**config.mk**
```make
export PLATFORM = sky130hd
export DESIGN_NAME = arqui_flow_ctrl_fsm
export DESIGN_NICKNAME = d
export VERILOG_FILES = /design/src/rtl/arqui_flow_ctrl_fsm.sv
export SDC_FILE = /design/constraint.sdc
export NUM_CORES = 1
export LEC_CHECK = 0
export CAP_MARGIN = 5
export CORE_MARGIN = 5
export CORE_UTILIZATION = 40
export CTS_CLUSTER_SIZE = 14
export DETAILED_ROUTE_END_ITERATION = 8
export PLACE_DENSITY = 0.81
export SKIP_LAST_GASP = 1
export SLEW_MARGIN = 20
export SYNTH_ARGS = -nofsm -noshare
export SYNTH_HDL_FRONTEND = slang
export SYNTH_SLANG_ARGS = --single-unit
export TNS_END_PERCENT = 20
```
**constraint.sdc**
```tcl
create_clock -name clk -period 1.98 [get_ports clk]
set_clock_uncertainty 0.05 [all_clocks]
set_input_delay 0.396 -clock clk [delete_from_list [all_inputs] [get_ports clk]]
set_output_delay 0.396 -clock clk [all_outputs]
set_load 0.1 [all_outputs]
```
**src/rtl/arqui_flow_ctrl_fsm.sv**
```systemverilog
// Flow controller for the arqui datapath (Main FIFO -> VC FIFOs -> D FIFOs): sequences init,
// distributes FIFO thresholds, tracks traffic state, latches FIFO errors and drives backpressure.
module arqui_flow_ctrl_fsm #(
    parameter int MF_TH_W = 2,
    parameter int VC_TH_W = 4,
    parameter int N_FIFO  = 5
) (
    input  logic               clk,
    input  logic               reset,
    input  logic               init,
    input  logic [MF_TH_W-1:0] afMF_i,
    input  logic [MF_TH_W-1:0] aeMF_i,
    input  logic [VC_TH_W-1:0] afVC_i,
    input  logic [VC_TH_W-1:0] aeVC_i,
    input  logic [MF_TH_W-1:0] afDF_i,
    input  logic [MF_TH_W-1:0] aeDF_i,
    input  logic [N_FIFO-1:0]  fifo_empty,
    input  logic [N_FIFO-1:0]  fifo_error,
    input  logic [1:0]         vc_afull,
    input  logic [1:0]         d_afull,
    output logic [MF_TH_W-1:0] afMF_o,
    output logic [MF_TH_W-1:0] aeMF_o,
    output logic [VC_TH_W-1:0] afVC_o,
    output logic [VC_TH_W-1:0] aeVC_o,
    output logic [MF_TH_W-1:0] afDF_o,
    output logic [MF_TH_W-1:0] aeDF_o,
    output logic [2:0]         state_out,
    output logic               active_out,
    output logic               idle_out,
    output logic [N_FIFO-1:0]  error_out,
    output logic               cfg_err,
    output logic               pause_main,
    output logic               pause_vc
);

    typedef enum logic [2:0] {
        ST_RESET  = 3'd0,
        ST_INIT   = 3'd1,
        ST_IDLE   = 3'd2,
        ST_ACTIVE = 3'd3,
        ST_ERROR  = 3'd4
    } state_t;

    state_t state_reg;
    state_t state_next;
    logic   cfg_legal;
    logic   any_error;

    assign cfg_legal = (aeMF_i < afMF_i) && (aeVC_i < afVC_i) && (aeDF_i < afDF_i);
    assign any_error = |fifo_error;
    assign state_out = state_reg;

    // Errors outrank init, which outranks the empty-flag driven traffic transitions.
    always_comb begin
        state_next = state_reg;
        case (state_reg)
            ST_RESET: state_next = ST_INIT;
            ST_INIT: begin
                if (any_error)
                    state_next = ST_ERROR;
                else if (!init && cfg_legal)
                    state_next = ST_IDLE;
            end
            ST_IDLE: begin
                if (any_error)
                    state_next = ST_ERROR;
                else if (init)
                    state_next = ST_INIT;
                else if (!(&fifo_empty))
                    state_next = ST_ACTIVE;
            end
            ST_ACTIVE: begin
                if (any_error)
                    state_next = ST_ERROR;
                else if (init)
                    state_next = ST_INIT;
                else if (&fifo_empty)
                    state_next = ST_IDLE;
            end
            ST_ERROR: state_next = ST_ERROR;
            default:  state_next = ST_RESET;
        endcase
    end

    always_ff @(posedge clk or posedge reset) begin
        if (reset) begin
            state_reg  <= ST_RESET;
            afMF_o     <= '0;
            aeMF_o     <= '0;
            afVC_o     <= '0;
            aeVC_o     <= '0;
            afDF_o     <= '0;
            aeDF_o     <= '0;
            active_out <= 1'b0;
            idle_out   <= 1'b0;
            error_out  <= '0;
            cfg_err    <= 1'b0;
        end else begin
            state_reg  <= state_next;
            active_out <= (state_next == ST_ACTIVE);
            idle_out   <= (state_next == ST_IDLE);
            if (state_reg != ST_RESET)
                error_out <= error_out | fifo_error;
            // Thresholds track the inputs only while configuring; frozen everywhere else.
            if (state_reg == ST_INIT) begin
                afMF_o  <= afMF_i;
                aeMF_o  <= aeMF_i;
                afVC_o  <= afVC_i;
                aeVC_o  <= aeVC_i;
                afDF_o  <= afDF_i;
                aeDF_o  <= aeDF_i;
                cfg_err <= !cfg_legal;
            end
        end
    end

    // Backpressure is combinational so downstream almost-full stops traffic in the same cycle.
    always_comb begin
        pause_main = 1'b1;
        pause_vc   = 1'b1;
        if (state_reg == ST_IDLE || state_reg == ST_ACTIVE) begin
            pause_main = |vc_afull;
            pause_vc   = |d_afull;
        end
    end

endmodule

```
==> results.json, run 1 <==
{
  "status": "finished, final reports clean",
  "vias": 1047,
  "drc_errors": 0,
  "top_usage_layer": "met2",
  "netlist_area_mm2": 0.00128,
  "layout-drive-gt1-share": 0.306,
  "grt_pass1_wl_um": 5250,
  "insertion_delay_ps": 320,
  "cpLargestDelayFamily": "compound AO/OA/AOI/OAI gates",
  "cts_buffers": 3,
  "stdcell_area_mm2": 0.00200,
  "globalRouteOverflowTotal": 0,
  "drtIter0Drc": 11,
  "yosysSeqAreaShare": 0.526,
  "routed_via_density": 4.89,
  "syn-num-nets": 141,
  "place_congestion": 0.773,
  "hold_viol": 0,
  "fillers": 243,
  "hpwl_um": 2500,
  "worstMarginPinSlew_ps": 352,
  "rows": 20,
  "critPathBufInv": 2,
  "hold_class": "in -> reg",
  "critPathLaunchType": "input port",
  "critPathMaxStageDelay_ps": 480,
  "use_met3": 0.0489,
  "area_growth_pct": 56.0,
  "fin_hold_ws_ps": 261,
  "cts_htree_levels": 1,
  "cts_root_buf": "clkbuf_4",
  "synth.distinct_cells": 28,
  "grt_antenna_before_repair": 0,
  "initial_core_util": 0.417,
  "maxCapViolations": 0,
  "cp.arrival_ps": 2130,
  "dieArea_mm2": 0.00445,
  "ctsHoldBuffers": 0,
  "cts.clk_slew.worst_paths_ps": 150,
  "grt_pass1_vias": 1101,
  "slew_headroom": 0.765,
  "drv_slew": 0,
  "grt.met2_usage": 0.261,
  "crit_top_cell": "a221oi_2",
  "syn_avg_cell_area_um2": 12.5,
  "n_antenna_cell": 0,
  "layout_setup_ws_ps": 50.6,
  "post-route-min-period_ps": 1930,
  "yosys_warnings": 0,
  "first_pass_iters": 6,
  "rsz0062_at_grt": "true",
  "ys_ff_latch": 27,
  "multi_input_area_um2": 567,
  "cp_cell_sequence": "clkdlybuf4s50_1, inv_1, ha_1, or3_1, a221oi_2, o2111ai_2, a221oi_2",
  "cp_max_fo": 2,
  "pre_cts_ws_ps": -337,
  "required_ps": 2180,
  "synthCells": 103,
  "met1_usage": 0.194,
  "fmax_ghz": 0.518,
  "detail_route.wl_per_cell_um": 14.5,
  "finalCritPeriodShare": 0.974,
  "nets": 209,
  "cts_buffer_depth": 2,
  "worstSetupPathType": "in -> reg",
  "die_w_um": 66.7,
  "ys_async_sr_fraction": 1.00,
  "grt_max_degree": 28,
  "setup_viol": 0,
  "drt-total-wl_um": 3090,
  "crit_path_end_kind": "flop",
  "placed_area_mm2": 0.00195,
  "ys.flop_type": "dfrtp_1",
  "io_pins": 62,
  "grtUsageTotal": 0.159,
  "crit_path_top_delay_cell": "clkdlybuf4s50_1",
  "io_buffers": 61,
  "clkSinkCount": 27,
  "core_area_mm2": 0.00308,
  "ant_nets": 0,
  "synth_edf_count": 0,
  "cts_tree": "built",
  "regArea_um2": 682,
  "die_h_um": 66.7
}
[logic make-up after synthesis]
family | share of synthesized area
buffers and inverters | 0.0438
muxes | 0.140
adders and majority gates | 0.0487
DFF | 0.526
AOI/OAI and AO/OA | 0.122
and+or+nand+nor | 0.120
[per-stage QoR]
| step | cells | TNS, ps | utilization |
|---|---|---|---|
| floorplan | 103 | -109 | - |
| CTS | 214 | 0 | 0.648 |
| global placement | 209 | -881 | 0.635 |
| finish | 214 | 0 | 0.651 |
| detailed placement | 209 | -1110 | 0.635 |
| global route | 214 | -9.70 | 0.651 |
[area by class of cell]
type | count | area share
repair buffers | 66 | 0.321
multi-input cells | 65 | 0.283
flip-flops and latches | 27 | 0.340
clock inverters | 1 | 0.00250
inverters | 8 | 0.0150
well taps | 44 | 0.0275
clock buffers | 3 | 0.0112
[layout by cell type (no fill, tap or decap), types with 2 or more instances in the layout]
cell             count
a21o_1               6
a21oi_1              4
a221oi_2             2
buf_12               5
buf_4               29
clkbuf_4             3
clkdlybuf4s50_1     30
dfrtp_1             24
dfrtp_2              2
dlymetal6s2s_1       2
ha_1                 5
inv_1                8
mux2_1              16
nand2_1              4
nand2b_1             2
nor2_1               4
nor3_2               2
o21ai_0              2
or2b_1               2
or3_1                3
[state kept, by name, summed over array words and instances (netlist names)]
name	flops
afVC_o	4
idle_out	1
error_out	5
aeDF_o	2
cfg_err	1
afMF_o	2
aeMF_o	2
state_out	3
active_out	1
aeVC_o	4
afDF_o	2
[routing by layer]
metal	vias up	routed length, um
li1	496	-
met1	504	1270
met2	43	1540
met3	4	239
met4	0	45
met5	-	0
[synth_stat cells, types with 2 or more instances]
cell | count | share of area
nor3_2 | 2 | 0.016
mux2_1 | 16 | 0.14
a21oi_1 | 4 | 0.016
nand2_1 | 4 | 0.012
a221oi_2 | 2 | 0.023
buf_4 | 2 | 0.012
o21ai_0 | 2 | 0.0078
or3_1 | 4 | 0.019
nor2_1 | 4 | 0.012
dfrtp_1 | 27 | 0.53
or2b_1 | 2 | 0.012
ha_1 | 5 | 0.049
a21o_1 | 6 | 0.035
inv_1 | 8 | 0.023
nand2b_1 | 2 | 0.0097
[path summary, 6_finish.rpt]
kind                               from           end  slack, ps  depth (start not counted)
min reg2reg                error_out[3]  error_out[3]        430                          1
min                           afMF_i[1]     afMF_o[1]        260                          2
max reg2reg                state_out[1]     aeMF_o[0]        260                          5
max in group asynchronous         reset  state_out[1]       1220                          3
max                           afVC_i[3]    active_out         50                          7
min in group asynchronous         reset     afDF_o[0]        370                          3
[timing repair]
item	in CTS	in global routing
resized for setup	1	3
endpoints found under the setup margin	2	2
cloned	0	0
pin swaps	0	3
setup buffers	1	0
Power of run 1 is not shown: default switching activity piles up to over one toggle a cycle in this logic, so the estimate is an artifact.
==> run 2: changes to the inputs <==
--- a/config.mk
+++ b/config.mk
@@ -7,10 +7,10 @@
 export LEC_CHECK = 0
 export CAP_MARGIN = 5
 export CORE_MARGIN = 5
-export CORE_UTILIZATION = 40
+export CORE_UTILIZATION = 32
 export CTS_CLUSTER_SIZE = 14
 export DETAILED_ROUTE_END_ITERATION = 8
-export PLACE_DENSITY = 0.81
+export PLACE_DENSITY = 0.66
 export SKIP_LAST_GASP = 1
 export SLEW_MARGIN = 20
 export SYNTH_ARGS = -nofsm -noshare
==> run 2 against run 1 <==
Core utilization decreased by 13 points. Count of clock-buffer cells in the layout unchanged. Sequential cell count unchanged. Sequential share of layout area decreased by 0.93 points. Worst setup slack got worse by 1.4 ps. Global-route usage decreased by 3.4 points. Hold slack improved by 63 ps. Non-clock buffer count increased by 1. Cell count increased by 3.3%. Die area increased by 21%. Maximum frequency about the same. Highest routed layer unchanged.
==> results.json, run 2 (synthesis results as in run 1) <==
{
  "top_register": "error_out",
  "routed_via_density": 4.74,
  "setup_viol": 0,
  "grt_max_degree": 28,
  "crit_path_end_kind": "flop",
  "stdcell_area_mm2": 0.00206,
  "core_area_mm2": 0.00394,
  "drv_slew": 0,
  "maxCapViolations": 0,
  "critPathLaunchType": "input port",
  "place_congestion": 0.747,
  "first_pass_iters": 4,
  "area_growth_pct": 60.4,
  "insertion_delay_ps": 270,
  "globalRouteOverflowTotal": 0,
  "vias": 1047,
  "final_cell_mix": "30 x buf_4, 29 x clkdlybuf4s50_1, 24 x dfrtp_1, 16 x mux2_1, 8 x inv_1",
  "io_pins": 62,
  "cts_buffers": 3,
  "slew_headroom": 0.774,
  "grt_antenna_before_repair": 0,
  "detail_route.wl_per_cell_um": 14.5,
  "hpwl_um": 2560,
  "n_antenna_cell": 0,
  "worstSetupPathType": "in -> reg",
  "top_regs": "error_out: 5 flops, aeVC_o: 4 flops, afVC_o: 4 flops",
  "drtIter0Drc": 13,
  "rows": 23,
  "layout_setup_ws_ps": 49.2,
  "mostFrequentLayoutCell": "buf_4",
  "status": "finished, final reports clean",
  "worstMarginPinSlew_ps": 339,
  "required_ps": 2110,
  "ctsHoldBuffers": 0,
  "rsz0062_at_grt": "true",
  "layout-drive-gt1-share": 0.322,
  "cts.clk_slew.worst_paths_ps": 90,
  "cp_max_fo": 2,
  "grt_pass1_wl_um": 5310,
  "clkSinkCount": 27,
  "die_h_um": 73.4,
  "cp.arrival_ps": 2060,
  "cts_tree": "built",
  "dieArea_mm2": 0.00538,
  "grt_pass1_vias": 1174,
  "drt-total-wl_um": 3210,
  "hold_viol": 0,
  "grtUsageTotal": 0.125,
  "fmax_ghz": 0.518,
  "cts_buffer_depth": 2,
  "pre_cts_ws_ps": -327,
  "finalCritPeriodShare": 0.975,
  "placed_area_mm2": 0.00197,
  "post-route-min-period_ps": 1930,
  "io_buffers": 61,
  "initial_core_util": 0.326,
  "regArea_um2": 682,
  "cts_htree_levels": 1,
  "multi_input_area_um2": 587,
  "drc_errors": 0,
  "ant_nets": 0,
  "die_w_um": 73.4,
  "hold_class": "in -> reg",
  "fillers": 339,
  "fin_hold_ws_ps": 324,
  "largest_reg_flops": 5,
  "nets": 210,
  "cts_root_buf": "clkbuf_8"
}
[run 2: final timing paths]
path	slack, ps	startpoint	cells after the start	end
min in group asynchronous	430	reset	3	error_out[4]
min	320	afMF_i[1]	2	afMF_o[1]
min reg2reg	430	error_out[2]	1	error_out[2]
max	50	aeMF_i[1]	6	active_out
max reg2reg	230	state_out[1]	5	aeMF_o[0]
max in group asynchronous	1170	reset	3	state_out[1]
[run 2: metal layers]
layer  routed length, um  global-route usage  up-vias  share of wire
li1                    -                   -      499              -
met2                1630               0.227       41           0.51
met4                  23              0.0241        0         0.0072
met3                 340              0.0492        3           0.11
met1                1210               0.139      504           0.38
met5                   0                   0        -              0
[run 2: worst max-delay path, stage by stage]
cell	delay [ps]
clkdlybuf4s50_1	430
ha_1	190
or3_4	390
a221oi_4	210
o2111ai_2	180
a221oi_2	270
[run 2: cell type report]
cell class,count,area share
inverter,8,0.0146
clock buffer,3,0.0200
timing repair buffer,67,0.317
tap,50,0.0304
multi-input combinational,65,0.285
clock inverter,1,0.00243
sequential,27,0.331
[run 2: repair_timing]
item / 4_1_cts / 5_1_grt
resized for setup: 0 / 7
hold endpoints to repair: 0 / 0
setup endpoints to repair: 2 / 4
buffers inserted: 1 / 0
pin swaps: 0 / 2
[run 2: per-stage QoR]
stage	instances	setup TNS [ps]	utilization
2_1_floorplan	103	-109	-
3_3_place_gp	216	-938	0.500
3_5_place_dp	216	-1020	0.500
4_1_cts	221	-17.4	0.513
5_1_grt	221	-11.7	0.523
6_report	221	0	0.523
Power of run 2 is left out for the same reason.
==> run 3: changes to the inputs <==
--- a/config.mk
+++ b/config.mk
@@ -10,6 +10,7 @@
 export CORE_UTILIZATION = 32
 export CTS_CLUSTER_SIZE = 14
 export DETAILED_ROUTE_END_ITERATION = 8
+export GPL_TIMING_DRIVEN = 0
 export PLACE_DENSITY = 0.66
 export SKIP_LAST_GASP = 1
 export SLEW_MARGIN = 20
==> run 3 against run 2 <==
Register-to-register slack worse by 20 ps. Final area fell by 2.0%. Via count decreased by 3.0%. Routed wire length fell by 6.4%. Cell count down 1.4%. First-iteration DRC count is 46% lower. Core utilization is 1.0 points lower. The flow now finishes with violations (negative setup slack). Sequential cell count is the same. Count of clock-buffer cells in the layout is 1 higher. Hold slack gained 85 ps. Critical path type is now reg -> out. Sequential share of layout area increased by 0.68 points. Global-route usage down 1.1 points.
==> results.json, run 3 (synthesis results as in run 1) <==
{
  "fmax_ghz": 0.452,
  "final_cell_mix": "49 x clkdlybuf4s50_1, 24 x dfrtp_1, 16 x mux2_1, 7 x inv_1",
  "critPathBufInv": 1,
  "io_pins": 62,
  "layout_setup_ws_ps": -232,
  "area_growth_pct": 57.2,
  "cts_root_buf": "clkbuf_8",
  "critPathMaxStageDelay_ps": 1140,
  "required_ps": 1530,
  "grt_antenna_before_repair": 0,
  "finalCritPeriodShare": 1.12,
  "initial_core_util": 0.326,
  "drt-total-wl_um": 3000,
  "cp.arrival_ps": 1770,
  "worstSetupPathType": "reg -> out",
  "die_w_um": 73.4,
  "rows": 23,
  "detail_route.wl_per_cell_um": 13.8,
  "ant_nets": 0,
  "hpwl_um": 2420,
  "globalRouteOverflowTotal": 0,
  "post_cts_buffers": 0,
  "hold_viol": 0,
  "fillers": 315,
  "nets": 207,
  "top_regs": "error_out: 5 flops, aeVC_o: 4 flops, afVC_o: 4 flops",
  "cts_buffer_depth": 2,
  "top_register": "error_out",
  "clkSinkCount": 27,
  "drv_slew": 0,
  "cts_tree": "built",
  "cts_htree_levels": 1,
  "vias": 1016,
  "io_buffers": 61,
  "crit_path_end_kind": "primary output",
  "cp_max_fo": 2,
  "setup_viol": 19,
  "regArea_um2": 682,
  "layout-drive-gt1-share": 0.137,
  "cpLargestDelayFamily": "buffers and inverters",
  "mostFrequentLayoutCell": "clkdlybuf4s50_1",
  "drc_errors": 0,
  "crit_path_top_delay_cell": "clkdlybuf4s50_1",
  "multi_input_area_um2": 554,
  "cts_buffers": 3,
  "cp_cell_sequence": "clkdlybuf4s50_1",
  "dieArea_mm2": 0.00538,
  "die_h_um": 73.4,
  "largest_reg_flops": 5,
  "cts.clk_slew.worst_paths_ps": 90,
  "n_antenna_cell": 0,
  "place_congestion": 0.728,
  "maxCapViolations": 0,
  "worstMarginPinSlew_ps": 1000,
  "grt_max_degree": 28,
  "grtUsageTotal": 0.114,
  "status": "finished with violations",
  "violations": "negative setup slack",
  "routed_via_density": 4.66,
  "grt_pass1_vias": 1063,
  "rsz0062_at_grt": "true",
  "critPathLaunchType": "flop",
  "drtIter0Drc": 7,
  "tns_ps": -3900,
  "grt_pass1_wl_um": 4840,
  "slew_headroom": 0.331,
  "hold_class": "reg -> reg",
  "post-route-min-period_ps": 2210,
  "first_pass_iters": 3,
  "insertion_delay_ps": 270,
  "core_area_mm2": 0.00394
}
==> run 3: cell types whose count changed in the layout (fill, tap and decap cells not counted), moves of 2 or more <==
cell / before / now
buf_12: 5 / 0
buf_4: 30 / 3
clkdlybuf4s50_1: 29 / 49
dlymetal6s2s_1: 3 / 6
clkdlybuf4s15_2: 0 / 2
==> run 3: worst paths after layout <==
kind / from / to / slack [ps] / cells past startpoint
setup / recovery: afVC_o[0] / afVC_o[0] / -230 / 1
hold / removal: error_out[1] / error_out[1] / 410 / 1
setup reg to reg: state_out[1] / aeVC_o[3] / 210 / 6
hold reg to reg: error_out[1] / error_out[1] / 410 / 1
max in group asynchronous: reset / state_out[1] / 1010 / 2
min in group asynchronous: reset / afMF_o[0] / 440 / 2
==> run 3: worst reg2reg max path, cell delays in order, from the launching register on <==
cell and delay, ps:
dfrtp_4 480, buf_4 170, nor2b_4 120, nor2b_1 130, buf_4 190, buf_6 170
mux2_1 330
==> run 3: area by class of cell <==
class / count / area share
Buffer: 3 / 0.0130
Clock buffer: 4 / 0.0223
Inverter: 8 / 0.0149
Multi-Input combinational cell: 65 / 0.274
Sequential cell: 27 / 0.338
Tap cell: 50 / 0.0310
Timing Repair Buffer: 61 / 0.307
==> run 3: through the flow <==
stage / std cells / worst slack, ps / hold slack (ps) / utilization / instance area (um^2)
6_report: 218 / -232 / 409 / 0.512 / 2020
5_1_grt: 218 / -271 / 437 / 0.512 / 2020
4_1_cts: 218 / -258 / 419 / 0.508 / 2000
3_5_place_dp: 214 / -698 / 398 / 0.499 / 1970
3_3_place_gp: 214 / -695 / 389 / 0.499 / 1970
2_1_floorplan: 103 / -72.5 / 399 / - / 1290
==> run 3: repair_timing <==
| action | CTS | global route |
|---|---|---|
| hold buffers | 0 | 0 |
| setup endpoints to repair | 30 | 32 |
| gates resized for setup | 20 | 6 |
| endpoints found under the hold margin | 0 | 0 |
==> run 3: per-layer routing <==
| metal | share of wire | up-vias | routed length [um] | GRT usage |
|---|---|---|---|---|
| met3 | 0.11 | 4 | 318 | 0.0410 |
| met4 | 0.0060 | 0 | 18 | 0.0181 |
| met1 | 0.43 | 479 | 1290 | 0.140 |
| met5 | 0 | - | 0 | 0 |
| li1 | - | 493 | - | - |
| met2 | 0.46 | 40 | 1380 | 0.197 |
Power of run 3 is left out for the same reason.
